File: src/rtl/mem_arbiter.sv
// Two-requester memory-port arbiter: the data path (D) has fixed priority, and a starvation counter forces the instruction path (I) through.
// Optional statistics counters are enabled by defining MEM_ARB_STATS_EN.
module mem_arbiter #(
   parameter int ADDR_W     = 32,
   parameter int STARVE_MAX = 4
) (
   input  logic              CLK,
   input  logic              nRST,
`ifdef MEM_ARB_STATS_EN
   input  logic              stat_clr,
   output logic [31:0]       igrant_cnt,
   output logic [31:0]       dgrant_cnt,
   output logic [31:0]       istall_cnt,
`endif
   input  logic              iREN,
   input  logic [ADDR_W-1:0] iaddr,
   output logic [ADDR_W-1:0] iload,
   output logic              iwait,
   input  logic              dREN,
   input  logic              dWEN,
   input  logic [ADDR_W-1:0] daddr,
   input  logic [ADDR_W-1:0] dstore,
   output logic [ADDR_W-1:0] dload,
   output logic              dwait,
   output logic              ramREN,
   output logic              ramWEN,
   output logic [ADDR_W-1:0] ramaddr,
   output logic [ADDR_W-1:0] ramstore,
   input  logic [ADDR_W-1:0] ramload,
   input  logic              ram_ready
);

   typedef enum logic [1:0] {IDLE, DGRANT, IGRANT} state_e;

   localparam logic [7:0] STARVE_LIM = 8'(STARVE_MAX);

   state_e            state_q, state_d;
   logic              ren_q, ren_d;
   logic              wen_q, wen_d;
   logic [ADDR_W-1:0] addr_q, addr_d;
   logic [ADDR_W-1:0] store_q, store_d;
   logic [7:0]        starve_q, starve_d;
   logic              d_req;
   logic              enter_i, enter_d;

   assign d_req = dREN | dWEN;

   // NOTE: every signal gets a default before the case, so no path can leave one unassigned and infer a latch.
   always_comb begin
      state_d = state_q;
      ren_d   = ren_q;
      wen_d   = wen_q;
      addr_d  = addr_q;
      store_d = store_q;
      unique case (state_q)
         IDLE: begin
            if (d_req && (starve_q < STARVE_LIM)) begin
               state_d = DGRANT;
               wen_d   = dWEN;
               ren_d   = dREN & ~dWEN;
               addr_d  = daddr;
               store_d = dstore;
            end else if (iREN) begin
               state_d = IGRANT;
               ren_d   = 1'b1;
               wen_d   = 1'b0;
               addr_d  = iaddr;
               store_d = '0;
            end
         end
         DGRANT, IGRANT: begin
            if (ram_ready) begin
               state_d = IDLE;
               ren_d   = 1'b0;
               wen_d   = 1'b0;
               addr_d  = '0;
               store_d = '0;
            end
         end
         default: state_d = IDLE;
      endcase
   end

   assign enter_i = (state_q == IDLE) && (state_d == IGRANT);
   assign enter_d = (state_q == IDLE) && (state_d == DGRANT);

   // Clearing on the IGRANT entry edge takes priority over that cycle's increment.
   always_comb begin
      starve_d = starve_q;
      if (enter_i)
         starve_d = '0;
      else if (iREN && (state_q != IGRANT) && (starve_q != STARVE_LIM))
         starve_d = starve_q + 8'd1;
   end

   // NOTE: sequential state uses non-blocking assignments so every register samples pre-edge values.
   always_ff @(posedge CLK or negedge nRST) begin
      if (!nRST) begin
         state_q  <= IDLE;
         ren_q    <= 1'b0;
         wen_q    <= 1'b0;
         addr_q   <= '0;
         store_q  <= '0;
         starve_q <= '0;
      end else begin
         state_q  <= state_d;
         ren_q    <= ren_d;
         wen_q    <= wen_d;
         addr_q   <= addr_d;
         store_q  <= store_d;
         starve_q <= starve_d;
      end
   end

   assign ramREN   = ren_q;
   assign ramWEN   = wen_q;
   assign ramaddr  = addr_q;
   assign ramstore = store_q;

   assign dwait = ~((state_q == DGRANT) && ram_ready);
   assign iwait = ~((state_q == IGRANT) && ram_ready);
   assign dload = ramload;
   assign iload = ramload;

`ifdef MEM_ARB_STATS_EN
   always_ff @(posedge CLK or negedge nRST) begin
      if (!nRST) begin
         igrant_cnt <= '0;
         dgrant_cnt <= '0;
         istall_cnt <= '0;
      end else if (stat_clr) begin
         igrant_cnt <= '0;
         dgrant_cnt <= '0;
         istall_cnt <= '0;
      end else begin
         if (enter_i && (igrant_cnt != '1)) igrant_cnt <= igrant_cnt + 32'd1;
         if (enter_d && (dgrant_cnt != '1)) dgrant_cnt <= dgrant_cnt + 32'd1;
         if (iREN && iwait && (istall_cnt != '1)) istall_cnt <= istall_cnt + 32'd1;
      end
   end
`endif

endmodule

File: config.mk
export PLATFORM = sky130hd
export DESIGN_NAME = mem_arbiter
export DESIGN_NICKNAME = d
export VERILOG_FILES = /design/src/rtl/mem_arbiter.sv
export SDC_FILE = /design/constraint.sdc
export NUM_CORES = 1
export LEC_CHECK = 0
export ABC_AREA = 1
export CAP_MARGIN = 20
export CORE_UTILIZATION = 41
export CTS_BUF_LIST = sky130_fd_sc_hd__clkbuf_8 sky130_fd_sc_hd__clkbuf_16
export CTS_CLUSTER_SIZE = 25
export DETAILED_ROUTE_END_ITERATION = 10
export GPL_TIMING_DRIVEN = 0
export PLACE_DENSITY = 0.9
export SLEW_MARGIN = 15
export SYNTH_ARGS = -nofsm -noshare
export SYNTH_HDL_FRONTEND = slang
export SYNTH_SLANG_ARGS = --single-unit
File: constraint.sdc
create_clock -name CLK -period 3.7 [get_ports CLK]
set_input_delay 0.555 -clock CLK [delete_from_list [all_inputs] [get_ports CLK]]
set_output_delay 0.555 -clock CLK [all_outputs]
set_load 0.02 [all_outputs]
==> impl_metrics.json <==
{
  "dieArea_um2": 11000,
  "dp_cells": 930,
  "post-cts-setup-buffers": 0,
  "syn_inst": 560,
  "dpl.hpwl_um": 10200,
  "initial_utilization": 0.423,
  "p_per_area_nw_per_um2": 734,
  "vdd_ir_drop_max_mv": 0.398,
  "cap_violations": 0,
  "finClkSkew_ns": 0.0101,
  "dr.pass1.iters": 4,
  "vias": 4405,
  "via_per_inst": 4.66,
  "synth_area_per_cell_um2": 7.76,
  "clockPowerShare": 0.122,
  "core-area_um2": 10300,
  "syn2layout_area_growth_pct": 62.7,
  "nets": 945,
  "cp-start-kind": "flop",
  "final_common_cell": "clkdlybuf4s50_1",
  "worstPathRequired_ns": 3.96,
  "grt-ovfl-total": 0,
  "fin_area_um2": 7070,
  "cts_tree": "built",
  "cts-root-buf": "clkbuf_8",
  "grt_pass1_wl_um": 20900,
  "grt_max_degree": 42,
  "drtIter0Drc": 243,
  "intPower_mw": 2.73,
  "path_clk_slew_ns": 0.08,
  "reg2regPathDepth": 7,
  "ios": 266,
  "synth_fp_nets": 700,
  "ys_ff_latch": 76,
  "register_area_um2": 1900,
  "netlist_area_um2": 4340,
  "final_cell_mix": "clkdlybuf4s50_1 (232), nand2_1 (153), dfrtp_1 (76)",
  "finalHoldViolations": 0,
  "p_seq_frac": 0.245,
  "clock-sinks": 76,
  "worst_pin_slew_ns": 0.583,
  "cts_hold_buf": 0,
  "yosysUniqueCellTypes": 23,
  "cts-resized-gates": 0,
  "comb_power_share": 0.633,
  "postRouteWirelength_um": 13000,
  "synth_warnings": 0,
  "final_layout_size_suffix_gt1_frac": 0.116,
  "insertion_delay_ns": 0.33,
  "routabilityCongestion": 0.865,
  "die-height_um": 105,
  "power.net_switching_mw": 2.46,
  "drt.antenna.violating_nets": 0,
  "multi_input_area_um2": 1620,
  "period_needed_ns": 2.30,
  "drc": 0,
  "grt_util_all_layers": 0.239,
  "max_freq_mhz": 434,
  "die_x_um": 105,
  "r2r-start": "state_q[1]$_DFF_PN0_",
  "r2r_end": "ramREN$_DFFE_PN0P_",
  "rsz0062_at_grt": "no",
  "r2r_setup_slack_ns": 1.40,
  "cts_made_buffers": 9,
  "clk_path_buf_depth": 2,
  "cp_max_fo": 10,
  "worstHoldPathType": "in2async",
  "crit_type": "reg2reg",
  "ctsHtreeMaxLevel": 3,
  "antenna_found_initial": 0,
  "end_kind": "flop",
  "n_antenna_cell": 0,
  "switching_share": 0.474,
  "slew_viol_final": 0,
  "ys_seq_area_frac": 0.438,
  "place_area_um2": 6860,
  "p_leak_nw": 3.34,
  "fillers": 875,
  "slew_headroom": 0.611,
  "setup_viol": 0,
  "row_count": 37,
  "status": "completed",
  "wire_per_inst_um": 13.7,
  "stdcell_count": 946,
  "first_global_vias": 4222,
  "io_buffers": 233,
  "arrival_ns": 2.56,
  "period_share": 0.622
}
routing by layer:
| layer | vias to the layer above | wire length (um) | global-route usage |
|---|---|---|---|
| met5 | - | 0 | 0 |
| met4 | 0 | 108 | 0.0573 |
| met3 | 8 | 671 | 0.0487 |
| met2 | 152 | 6670 | 0.415 |
| met1 | 2054 | 5540 | 0.304 |
| li1 | 2191 | - | - |
synthesized netlist by cell type:
library cell  count  area share
a21oi_1           2      0.0023
a21oi_4           1      0.0037
buf_1             3      0.0026
buf_2             6      0.0069
buf_4            65        0.11
buf_6             1      0.0026
clkbuf_1         21       0.018
dfrtp_1          76        0.44
ha_1              6       0.017
inv_1            54       0.047
inv_2             1     0.00086
nand2_1         153        0.13
nand3_1          39       0.045
nand3b_1         32       0.055
nand4_1           3      0.0043
nand4_2           1      0.0029
nor2_1           19       0.016
nor2_2            2      0.0029
nor3_1            2      0.0023
o21a_1            1      0.0017
o21ai_0          43       0.050
o21ai_1          26       0.030
xor2_1            3      0.0061
per-stage QoR:
| stage | hold slack, ns | util | power (mW) | worst slack, ns | TNS, ns |
|---|---|---|---|---|---|
| after floorplan | 0.259 | - | 3.33 | 1.95 | 0 |
| after global placement | 0.461 | 0.666 | 4.51 | -0.583 | -43.92 |
| after detailed placement | 0.464 | 0.668 | 4.59 | 1.22 | 0 |
| after CTS | 0.166 | 0.687 | 5.24 | 1.29 | 0 |
| after global routing | 0.180 | 0.687 | 5.65 | 1.14 | 0 |
| final | 0.169 | 0.687 | 5.18 | 1.40 | 0 |
power groups by stage:
stage,clock (mW),sequential (mW),combinational [mW]
6_report,0.634,1.27,3.28
5_1_grt,0.694,1.30,3.66
4_1_cts,0.657,1.27,3.32
3_5_place_dp,0,1.28,3.31
3_3_place_gp,0,1.27,3.24
2_1_floorplan,0,1.53,1.80
layout make-up:
class / instances / area share
timing repair buffer: 234 / 0.333
sequential: 76 / 0.269
multi-input combinational: 333 / 0.229
buffer: 96 / 0.0877
inverter: 55 / 0.0292
tap: 136 / 0.0241
clock buffer: 11 / 0.0214
clock inverter: 5 / 0.00726
critical path, stage by stage, from the launching register on:
cell and delay, ns:
dfrtp_1 0.40, inv_1 0.10, ha_1 0.30, inv_1 0.13
clkbuf_1 0.48, buf_1 0.46, o21ai_0 0.18, o21ai_0 0.18
cells by family after synthesis:
| family | count (synthesis) | synth area share |
|---|---|---|
| and+or+nand+nor | 251 | 0.261 |
| buffers and inverters | 151 | 0.190 |
| DFF | 76 | 0.438 |
| AOI/OAI and AO/OA | 73 | 0.0873 |
| adders and majority gates | 6 | 0.0173 |
| xor gates and xnor gates | 3 | 0.00605 |
sequential cells by signal (all words and copies together) (netlist names):
signal    flops
ramREN        1
ramWEN        1
ramaddr      32
ramstore     32
starve_q      8
state_q       2
worst max-delay path by stage:
stage / start / to / slack (ns)
after floorplan: state_q[1]$_DFF_PN0_ / ramstore[10]$_DFFE_PN0P_ / 1.95
after global placement: nRST / ramstore[10]$_DFFE_PN0P_ / -0.58
after detailed placement: dWEN / ramaddr[12]$_DFFE_PN0P_ / 1.22
after CTS: state_q[1]$_DFF_PN0_ / ramREN$_DFFE_PN0P_ / 1.29
after global routing: state_q[1]$_DFF_PN0_ / ramREN$_DFFE_PN0P_ / 1.14
final: state_q[1]$_DFF_PN0_ / ramREN$_DFFE_PN0P_ / 1.40
(Power assumes the default switching activity.)
